## config.mk

```make
export PLATFORM = sky130hd
export DESIGN_NAME = path_delay_sampler_flat
export DESIGN_NICKNAME = d
export VERILOG_FILES = /design/src/rtl/path_sampler_pkg.sv /design/src/rtl/path_delay_sampler_if.sv /design/src/rtl/path_sampler_sat_counter.sv /design/src/rtl/path_delay_sampler.sv /design/src/flat_wrapper.sv
export SDC_FILE = /design/constraint.sdc
export NUM_CORES = 1
export LEC_CHECK = 0
export BUFFER_PORTS_ARGS = -buffer_cell sky130_fd_sc_hd__buf_4
export CORE_ASPECT_RATIO = 1.1
export CORE_MARGIN = 4
export CORE_UTILIZATION = 45
export CTS_CLUSTER_SIZE = 10
export DETAILED_ROUTE_END_ITERATION = 8
export PLACE_DENSITY = 0.65
export SLEW_MARGIN = 20
export SYNTH_ARGS = -nofsm -noshare
export SYNTH_HDL_FRONTEND = slang
export SYNTH_SLANG_ARGS = --single-unit
```

## constraint.sdc

```tcl
create_clock -name clk -period 5.64 [get_ports clk]
set_clock_uncertainty 0.1 [all_clocks]
set_input_delay 0.846 -clock clk [delete_from_list [all_inputs] [get_ports clk]]
set_output_delay 0.846 -clock clk [all_outputs]
set_load 0.005 [all_outputs]
```

## src/rtl/path_sampler_pkg.sv

```systemverilog
// ============================================================================
// Package  : path_sampler_pkg
// Desc     : Shared state encoding and default widths for the path sampler.
// Revision : 1.0 - initial release
// ============================================================================
`default_nettype none

package path_sampler_pkg;

  localparam int TRIAL_W_DEF        = 16;
  localparam int COUNT_W_DEF        = 16;
  localparam int RECOVER_CYCLES_DEF = 8;

  typedef enum logic [2:0] {
    ST_IDLE    = 3'd0,
    ST_PREP    = 3'd1,
    ST_LAUNCH  = 3'd2,
    ST_CAPTURE = 3'd3,
    ST_CHECK   = 3'd4,
    ST_DONE    = 3'd5
  } sampler_state_t;

endpackage

`default_nettype wire

```

## src/rtl/path_delay_sampler_if.sv

```systemverilog
// ============================================================================
// Interface : path_delay_sampler_if
// Desc      : Run request / result bundle between readout logic and sampler.
//             SAMPLER_TRACE_EN adds the traceBits history word.
// Revision  : 1.0 - initial release
// ============================================================================
`default_nettype none

interface path_delay_sampler_if
  import path_sampler_pkg::*;
#(
  parameter int TRIAL_W = TRIAL_W_DEF,
  parameter int COUNT_W = COUNT_W_DEF
) ();

  logic               start;
  logic [TRIAL_W-1:0] numTrials;
  logic               busy;
  logic               done;
  logic [COUNT_W-1:0] faultCount;
  logic               saturated;

`ifdef SAMPLER_TRACE_EN
  logic [31:0]        traceBits;

  modport master (
    output start, numTrials,
    input  busy, done, faultCount, saturated, traceBits
  );

  modport slave (
    input  start, numTrials,
    output busy, done, faultCount, saturated, traceBits
  );
`else
  modport master (
    output start, numTrials,
    input  busy, done, faultCount, saturated
  );

  modport slave (
    input  start, numTrials,
    output busy, done, faultCount, saturated
  );
`endif

endinterface

`default_nettype wire

```

## src/rtl/path_sampler_sat_counter.sv

```systemverilog
// ============================================================================
// Module   : path_sampler_sat_counter
// Desc     : Up-counter with synchronous clear that sticks at all-ones and
//            flags saturation when it gets there.
// Revision : 1.0 - initial release
// ============================================================================
`default_nettype none

module path_sampler_sat_counter #(
  parameter int WIDTH = 16
) (
  input  wire logic             clk,
  input  wire logic             rst_n,
  input  wire logic             clr,
  input  wire logic             en,
  output logic      [WIDTH-1:0] count,
  output logic                  sat
);

  localparam logic [WIDTH-1:0] C_MAX = '1;
  localparam logic [WIDTH-1:0] C_ONE = {{(WIDTH-1){1'b0}}, 1'b1};

  logic [WIDTH-1:0] r_count;
  logic             r_sat;

  always_ff @(posedge clk or negedge rst_n) begin
    if (!rst_n) begin
      r_count <= '0;
      r_sat   <= 1'b0;
    end else if (clr) begin
      r_count <= '0;
      r_sat   <= 1'b0;
    end else if (en && (r_count != C_MAX)) begin
      r_count <= r_count + C_ONE;
      // Flag goes up on the same edge the count lands on all-ones.
      if (r_count == (C_MAX - C_ONE)) begin
        r_sat <= 1'b1;
      end
    end
  end

  assign count = r_count;
  assign sat   = r_sat;

endmodule

`default_nettype wire

```

## src/rtl/path_delay_sampler.sv

```systemverilog
// ============================================================================
// Module   : path_delay_sampler
// Desc     : Launches a toggle into a chained delay path and captures its far
//            end one clock later, counting late captures over a trial run.
//            Optional macro SAMPLER_TRACE_EN adds the traceBits history.
// Revision : 1.0 - initial release
// ============================================================================
`default_nettype none

module path_delay_sampler
  import path_sampler_pkg::*;
#(
  parameter int TRIAL_W        = TRIAL_W_DEF,
  parameter int COUNT_W        = COUNT_W_DEF,
  parameter int RECOVER_CYCLES = RECOVER_CYCLES_DEF,  // legal 1..255
  parameter int INVERTING      = 0
) (
  input  wire logic          clk,
  input  wire logic          rst_n,
  path_delay_sampler_if.slave bus,
  output logic               pathInput,
  input  wire logic          pathResult
);

  localparam logic [7:0]         C_TIMER_LOAD = 8'(RECOVER_CYCLES - 1);
  localparam logic [TRIAL_W-1:0] C_TRIAL_ONE  = {{(TRIAL_W-1){1'b0}}, 1'b1};
  localparam logic               C_INV        = (INVERTING != 0);

  sampler_state_t     r_state;
  logic [7:0]         r_timer;
  logic [TRIAL_W-1:0] r_remaining;
  logic               r_expected;
  logic               r_busy;
  logic               r_done;

  // Launch and capture flops bound the timed path; they must survive synthesis as-is.
  (* keep = "true", dont_touch = "true" *) logic r_path_in;
  (* keep = "true", dont_touch = "true" *) logic r_cap;

  logic               w_accept;
  logic               w_mismatch;
  logic               w_count_en;
  logic [COUNT_W-1:0] w_fault_count;
  logic               w_saturated;

  assign w_accept   = (r_state == ST_IDLE) && bus.start;
  assign w_mismatch = r_cap ^ r_expected;
  assign w_count_en = (r_state == ST_CHECK) && w_mismatch;

  always_ff @(posedge clk or negedge rst_n) begin
    if (!rst_n) begin
      r_state     <= ST_IDLE;
      r_timer     <= '0;
      r_remaining <= '0;
      r_expected  <= 1'b0;
      r_cap       <= 1'b0;
      r_path_in   <= 1'b0;
      r_busy      <= 1'b0;
      r_done      <= 1'b0;
    end else begin
      r_done <= 1'b0;
      case (r_state)
        ST_IDLE: begin
          if (bus.start) begin
            if (bus.numTrials != '0) begin
              r_remaining <= bus.numTrials;
              r_timer     <= C_TIMER_LOAD;
              r_busy      <= 1'b1;
              r_state     <= ST_PREP;
            end else begin
              r_state     <= ST_DONE;
            end
          end
        end

        ST_PREP: begin
          if (r_timer == 8'd0) begin
            r_state <= ST_LAUNCH;
          end else begin
            r_timer <= r_timer - 8'd1;
          end
        end

        ST_LAUNCH: begin
          r_path_in  <= ~r_path_in;
          r_expected <= ~r_path_in ^ C_INV;
          r_state    <= ST_CAPTURE;
        end

        // Raw sample of the chain end, one period after the launch edge.
        ST_CAPTURE: begin
          r_cap   <= pathResult;
          r_state <= ST_CHECK;
        end

        ST_CHECK: begin
          r_remaining <= r_remaining - C_TRIAL_ONE;
          if (r_remaining == C_TRIAL_ONE) begin
            r_state <= ST_DONE;
          end else begin
            r_timer <= C_TIMER_LOAD;
            r_state <= ST_PREP;
          end
        end

        ST_DONE: begin
          r_done  <= 1'b1;
          r_busy  <= 1'b0;
          r_state <= ST_IDLE;
        end

        default: begin
          r_state <= ST_IDLE;
        end
      endcase
    end
  end

  path_sampler_sat_counter #(
    .WIDTH (COUNT_W)
  ) u_fault_counter (
    .clk   (clk),
    .rst_n (rst_n),
    .clr   (w_accept),
    .en    (w_count_en),
    .count (w_fault_count),
    .sat   (w_saturated)
  );

`ifdef SAMPLER_TRACE_EN
  logic [31:0] r_trace;

  always_ff @(posedge clk or negedge rst_n) begin
    if (!rst_n) begin
      r_trace <= '0;
    end else if (w_accept) begin
      r_trace <= '0;
    end else if (r_state == ST_CHECK) begin
      r_trace <= {r_trace[30:0], w_mismatch};
    end
  end

  assign bus.traceBits = r_trace;
`endif

  assign bus.busy       = r_busy;
  assign bus.done       = r_done;
  assign bus.faultCount = w_fault_count;
  assign bus.saturated  = w_saturated;
  assign pathInput      = r_path_in;

endmodule

`default_nettype wire

```

## src/flat_wrapper.sv

```systemverilog
// flat-port wrapper written by rule: the top's interface ports become plain ports
module path_delay_sampler_flat import path_sampler_pkg::*;
#(
  parameter int TRIAL_W        = TRIAL_W_DEF,
  parameter int COUNT_W        = COUNT_W_DEF,
  parameter int RECOVER_CYCLES = RECOVER_CYCLES_DEF,                 
  parameter int INVERTING      = 0
)
  (clk, rst_n, pathInput, pathResult, bus_start, bus_numTrials, bus_busy, bus_done, bus_faultCount, bus_saturated);
  path_delay_sampler_if #(.TRIAL_W(TRIAL_W), .COUNT_W(COUNT_W)) bus_i ();
  input  wire logic clk;
  input  wire logic rst_n;
  output logic pathInput;
  input  wire logic pathResult;
  input wire logic [$bits(bus_i.start)-1:0] bus_start;
  input wire logic [$bits(bus_i.numTrials)-1:0] bus_numTrials;
  output wire logic [$bits(bus_i.busy)-1:0] bus_busy;
  output wire logic [$bits(bus_i.done)-1:0] bus_done;
  output wire logic [$bits(bus_i.faultCount)-1:0] bus_faultCount;
  output wire logic [$bits(bus_i.saturated)-1:0] bus_saturated;
  assign bus_i.start = bus_start;
  assign bus_i.numTrials = bus_numTrials;
  assign bus_busy = bus_i.busy;
  assign bus_done = bus_i.done;
  assign bus_faultCount = bus_i.faultCount;
  assign bus_saturated = bus_i.saturated;
  path_delay_sampler #(.TRIAL_W(TRIAL_W), .COUNT_W(COUNT_W), .RECOVER_CYCLES(RECOVER_CYCLES), .INVERTING(INVERTING)) u_core (.clk(clk), .rst_n(rst_n), .bus(bus_i), .pathInput(pathInput), .pathResult(pathResult));
endmodule
```

After elaboration in Yosys (flattened, before gate mapping)
Cells that the tools add are included.

word-level totals
  bits in registers = 48
  input bits = 20
  output and inout bits = 20
  logic and storage cells = 65

operators by class
  $add $sub $neg = 3
  equality and inequality tests = 13
  muxes and demuxes = 22
  bitwise gates (word level) = 2
  reduce and logical (&&, ||, !) cells = 16

operators with widths
  operator                 count
  $mux W16                 4
  $mux W8                  4
  $pmux W16 S2             1
  $pmux W8 S3              1
  $add A16 B1 Y16 const B  1
  $eq A16 B1 Y1 const B    1
  $eq A16 B16 Y1 const B   1
  $ne A16 B16 Y1 const B   1
  $reduce_bool A16 Y1      1
  $sub A16 B1 Y16 const B  1
  $pmux W3 S5              1
  $mux W3                  4
  $logic_not A8 Y1         1
  $ne A2 B2 Y1 const B     4
  $reduce_bool A2 Y1       4
  $sub A8 B1 Y8 const B    1
  $eq A3 B2 Y1 const B     2
  $eq A3 B3 Y1 const B     2
  $mux W1                  6
  $reduce_and A3 Y1        2
  $reduce_and A5 Y1        1
  $reduce_and A2 Y1        2
  $eq A3 B1 Y1 const B     1
  $logic_and A1 B1 Y1      3
  other kinds (6)          6

Logic depth before layout (Yosys ltp)
Gate-level depths: netlist (run 1).

  word-level depth = 5
  mapped depth = 7
  depth with buffers taken out = 7

Hierarchy
A second synthesis (run 1) with hierarchy kept.

second synthesis, totals
  cells, all modules = 329
  area total of the unflattened synthesis = 2,911.5 um^2

modules (own cells, without submodules)
  module                    times used  cells each  area an instance (um^2)  seq. area each (um^2)
  path_delay_sampler        1           226         1,938.1                  775.7
  path_sampler_sat_counter  1           103         973.4                    425.4

Worst setup path after synthesis (run 1)
OpenSTA, ideal clock, no wires.

  path type = input to register
  from = in bus_numTrials[10]
  to = reg u_core.r_remaining[0]
  setup time = 0.116 ns
  arrival = 2.021 ns
  data required time = 5.424 ns
  slack = 3.403 ns
  stages = 6
  path buffers = 1
  path through = nor4_1 -> a41oi_1 -> o21ai_1 -> buf_2 -> nand2_1 -> o311ai_0

on the way
  longest elaborated chain between the ends = 3

RTL lines
  element                      RTL line                  RTL
  from (decl)                  flat_wrapper.sv:16        input wire logic [$bits(bus_i.numTrials)-1:0] bus_numTrials;
  $reduce_bool A16 Y1          path_delay_sampler.sv:65  if (bus.numTrials != '0) begin
  $ne A2 B2 Y1 (no line)       --
  $reduce_and A3 Y1 (no line)  --
  to (signal assigned)         path_delay_sampler.sv:66  r_remaining <= bus.numTrials;
  to (signal assigned)         path_delay_sampler.sv:97  r_remaining <= r_remaining - C_TRIAL_ONE;
  to (decl)                    path_delay_sampler.sv:31  logic [TRIAL_W-1:0] r_remaining;

Every way passes these cells.
A chain may end at the register's enable or synchronous reset.

Worst setup path in the final report (run 1)
  from = in bus_numTrials[10]
  to = reg u_core.r_remaining[6]

Same word-level chain as after synthesis.

==> results.md, run 1 <==
- Status: finished, final reports clean
- CTS tree: done
- WL final: approximately 6.4 mm
- PwrDens: between 400 and 500 mW/mm^2
- Final Wtd Congestion: slightly above 0.8
- Worst Hold Class: flop to flop
- DR DRC count: 0
- Clock buffer depth: 2
- FP Rows: 29
- Max Fclk: 0.370 GHz
- WL/cell: around 15 um
- # Post-CTS Setup Buffers: 0
- Number of vias per cell: between 5 and 6
- Setup TNS: 0 ns
- Netlist Area Pre-Place: about 0.0028 mm^2
- Max Slew Vio Count: 0
- DRT iter0 DRCs: 85
- Antenna cell count: 0
- Area grow syn2layout: 16.9%
- CTS Sinks: between 40 and 50
- Die footprint: about 0.0075 mm^2
- Nature of the critical path startpoint: input pin
- Final Cell Area: between 0.003 and 0.004 mm^2
- Core Footprint: 0.00591 mm^2
- Global-route wire length before repair: between 10 and 15 mm
- Placed insts: 409
- # Max-Cap Violations: 0
- R2R setup slack: 3.30 ns
- Placed cell area: around 0.0032 mm^2
- Worst endpoint required time: approximately 5.7 ns
- Met3 Track Usage GR: 3.65%
- Max H-tree Level: 2
- Post-cts sizing count: 0
- Commonest non-fill, non-tap cell in the layout: dfrtp_1
- Buffers on Ports: 39
- Total CTS buffers: 5
- Commonest cells after routing, fill and taps aside: dfrtp_1, buf_4, nor2_1, nand2_1, a21oi_1
- Crit path time final: approximately 2.7 ns
- Synthesis warning total: 0
- GRT busiest layer: met2
- DR pass1 iterations: 4
- Power, Total: about 1.4 mW
- Worst slack at placement: about 2.6 ns
- Gate Count Post-Synth: roughly 300
- Net count of the mapped netlist: roughly 330
- Io pins: 40
- Tot GR Track Use: about 17%
- Final #Nets: between 300 and 400
- Critical Path End Type: flop
- Largest net degree at the start of global routing: slightly below 50
- Detail Placement HPWL: 4.81 mm
- Post-route insts no fill: between 400 and 500
- VDD IR-drop max: approximately 0.21 mV
- Final setup violation count: 0
- Slew margin rel.: a little under a third
- GRT met2 Usage: between 20% and 30%
- Met1 usage: a little over a fifth
- Worst setup margin: about 2.9 ns
- Clock slew seen by the registers of the worst setup and hold paths: 0.09 ns
- Via count: 2,392
- Tcrit/Tclk final: between 40 and 50%
- Die Span Y: 90.6 um
- Final hold violation count: 0
- RSZ-0062 raised after global routing: no
- Starting Density: a little under half
- Worst-Skew Late Latency: roughly 0.30 ns
- Die X-Extent: ~83 um
- Antenna Nets Post-Route: 0
- Mean post-synth cell area: around 9.3 um^2
- CTS root buffer: clkbuf_8
- Worst-path fanout max: 16
- Layout cells sized above 1: about a fifth
- CP arrival: between 2 and 3 ns
- Worst Path Class, Setup: input pin to flop
- Hold-fix buffers, CTS: 0
- Worst slew pin tran: between 1 and 1.5 ns
- Vias in the first global route: ~2,300
- P_leak: between 1 and 1.5 nW
- Remaining Overflow, GRT: 0
- Initial antenna violation count: 0
path summary, 6_finish.rpt:
kind	cells after the start	startpoint	end
worst max-delay path	6	bus_numTrials[10]	u_core.r_remaining[6]
worst min-delay path	1	u_core.r_timer[0]	u_core.r_timer[0]
max in group asynchronous	1	rst_n	u_core.r_state[2]
min in group asynchronous	1	rst_n	u_core.u_fault_counter.count[8]
worst min register to register	1	u_core.r_timer[0]	u_core.r_timer[0]
worst max register to register	5	u_core.r_state[2]	u_core.u_fault_counter.count[7]
area by class of cell:
class | instances | area, um^2
flip-flops and latches | 48 | 1200
multi-input cells | 231 | 1500
fillers | 541 | 2650
well taps | 77 | 96.3
clock buffers | 5 | 68.8
repair buffers | 40 | 300
inverters | 13 | 48.8
clock inverters | 3 | 46.3
worst max-delay path: stages:
cell and delay (ns):
buf_4 0.11, nor4_1 0.44, a41oi_1 0.23, o21ai_1 0.84, a21oi_1 0.08, o22a_1 0.24
state kept, by name (all words and copies together) (netlist names):
register,flops
u_core.r_cap,1
u_core.bus.done,1
u_core.r_expected,1
u_core.r_timer,8
u_core.r_state,3
u_core.u_fault_counter.sat,1
u_core.r_remaining,16
u_core.bus.busy,1
u_core.u_fault_counter.count,16
power breakdown:
| part | switching [mW] | internal (mW) | total (mW) |
|---|---|---|---|
| logic | 0.294 | 0.264 | 0.558 |
| clock network | 0.121 | 0.134 | 0.254 |
| registers | 0.171 | 0.461 | 0.632 |
| total | 0.585 | 0.858 | 1.44 |
through the flow:
step,hold WS [ns],util (%)
after floorplan,0.357,-
after global placement,0.381,53.3
after detailed placement,0.393,53.3
after CTS,0.408,55.2
after global routing,0.418,55.2
final,0.403,55.2
routing by layer:
layer	up-vias	routed length [um]
li1	1186	-
met2	48	3250
met5	-	0
met3	5	270
met1	1153	2870
met4	0	52
Note: power is estimated with default switching activity, not from simulation.
==> inputs of run 2 (changes only) <==
==> constraint.sdc (replaced) <==
create_clock -name clk -period 2.5 [get_ports clk]
set_clock_uncertainty 0.1 [all_clocks]
set_input_delay 0.375 -clock clk [delete_from_list [all_inputs] [get_ports clk]]
set_output_delay 0.375 -clock clk [all_outputs]
set_load 0.005 [all_outputs]
==> results.md, run 2 (synthesized netlist as in run 1, its figures left out) <==
- Status: finished, final reports clean
- Max Fclk: roughly 0.49 GHz
- Multi-input logic area: between 0.0015 and 0.002 mm^2
- Antenna Nets Post-Route: 0
- CP arrival: about 2.2 ns
- Max H-tree Level: 2
- CTS Sinks: 48
- Layout cells sized above 1: between 20% and 30%
- Largest net degree at the start of global routing: 49
- Max Slew Vio Count: 0
- Power, Total: about 3.5 mW
- Crit path time final: roughly 2 ns
- Reg area: 0.00120 mm^2
- Vias in the first global route: ~2,300
- Buffers on Ports: 39
- Hold_sp: bus_start
- # Max-Cap Violations: 0
- Final #Nets: 373
- Final Wtd Congestion: roughly 0.84
- DRT iter0 DRCs: between 90 and 100
- CTS root buffer: clkbuf_8
- Commonest non-fill, non-tap cell in the layout: dfrtp_1
- DR DRC count: 0
- Number of vias per cell: between 5 and 6
- Post-cts sizing count: 0
- Worst Path Class, Setup: flop to flop
- Area grow syn2layout: 20.7%
- Final hold violation count: 0
- WP buf/inv: 0
- Final setup violation count: 0
- Setup TNS: 0 ns
- Worst r2r src: u_core.r_state[1]
- WL final: around 6.6 mm
- Remaining Overflow, GRT: 0
- Worst endpoint required time: around 2.6 ns
- Hold-fix buffers, CTS: 1
- Worst slew pin tran: roughly 0.58 ns
- Reg-to-Reg End: u_core.r_timer[5]
- Detail Placement HPWL: between 4 and 5 mm
- # Post-CTS Setup Buffers: 0
- Core Footprint: just under 0.006 mm^2
- RSZ-0062 raised after global routing: no
- Final-layout fill cell count: 570
- Slew margin rel.: 60.4%
- VDD IR-drop max: around 0.47 mV
- Total CTS buffers: 5
- R2R setup slack: roughly 0.45 ns
- Worst-path fanout max: 11
- Worst hold slack: about 0.22 ns
- Clock slew seen by the registers of the worst setup and hold paths: around 0.09 ns
- Slowest stage delay, CP: 0.52 ns
- P_leak: between 1 and 1.5 nW
- Global-route wire length before repair: between 10 and 15 mm
- Worst Hold Class: input pin to flop
- FP Rows: 29
- Worst Reg-to-Reg Cells: 4
- Nature of the critical path startpoint: flop
- Top Family by Delay on Critical Path: simple AND/OR/NAND/NOR gates
- Io pins: 40
- Tot GR Track Use: ~18%
- DR pass1 iterations: 4
- Initial antenna violation count: 0
- Antenna cell count: 0
- PwrDens: 1040 mW/mm^2
- Crit-path cells: nand3b_2 -> or2_4 -> a211o_4 -> a22o_1
- WL/cell: ~15 um
- Via count: approximately 2,400
- Die Span Y: roughly 91 um
- Clock buffer depth: 2
- Hold path depth: 3
- Worst-Skew Late Latency: between 0.3 and 0.4 ns
- Commonest cells after routing, fill and taps aside: dfrtp_1, buf_4, nor2_1, nand2_1, a21oi_1
- Critical Path End Type: flop
- WHS Endpoint: u_core.r_state[0]
- Die X-Extent: roughly 83 um
- CTS tree: done
- CP max stage cell: dfrtp_1
- Tcrit/Tclk final: between 80% and 90%
- Starting Density: between 40% and 50%
- Die footprint: around 0.0075 mm^2
[run 2: cell types whose count changed in the layout (fill, tap and decap cells not counted), sizes merged]
cell         change
dlygate4sd3      +1
bufinv           +2
buf              +7
inv              -1
clkinvlp         -1
[run 2: layer usage]
layer	routed length [um]	GRT usage (%)	up-vias
li1	-	-	1197
met4	97	5.18	0
met1	2980	22.0	1164
met3	251	3.83	9
met2	3240	30.7	48
met5	0	0	-
[run 2: worst max path at each step]
| stage | startpoint | end | slack, ns | cells after the start |
|---|---|---|---|---|
| after floorplan | u_core.r_state[1] | u_core.r_timer[5] | 0.62 | 5 |
| after global placement | bus_numTrials[10] | u_core.r_remaining[11] | 0.32 | 6 |
| after detailed placement | bus_numTrials[10] | u_core.r_remaining[11] | 0.29 | 6 |
| after CTS | u_core.r_state[1] | u_core.u_fault_counter.count[7] | 0.43 | 5 |
| after global routing | u_core.r_state[1] | u_core.u_fault_counter.count[3] | 0.22 | 5 |
| final | u_core.r_state[1] | u_core.r_timer[5] | 0.45 | 4 |
[run 2: layout make-up]
| class | instances | area share (%) |
|---|---|---|
| sequential | 48 | 35.6 |
| clock inverter | 3 | 2.67 |
| tap | 77 | 2.86 |
| clock buffer | 5 | 2.04 |
| timing repair buffer | 48 | 10.8 |
| inverter | 13 | 1.45 |
| multi-input combinational | 231 | 44.6 |
[run 2: worst reg2reg max path, stage by stage (launching register included)]
cell and delay [ns]:
dfrtp_1 0.52, nand3b_2 0.38, or2_4 0.33, a211o_4 0.38
a22o_1 0.23
[run 2: metrics by stage]
stage | cell area (um^2) | setup WS (ns) | util (%) | instances
after floorplan | 2790 | 0.624 | - | 301
after global placement | 3200 | 0.323 | 54.2 | 416
after detailed placement | 3200 | 0.292 | 54.2 | 416
after CTS | 3370 | 0.430 | 57.0 | 425
after global routing | 3370 | 0.221 | 57.0 | 425
final | 3370 | 0.448 | 57.0 | 425
[run 2: where the power goes]
group          switching [mW]  internal (mW)
logic                   0.735          0.644
clock network           0.272          0.500
registers               0.334           1.04
total                    1.34           2.18
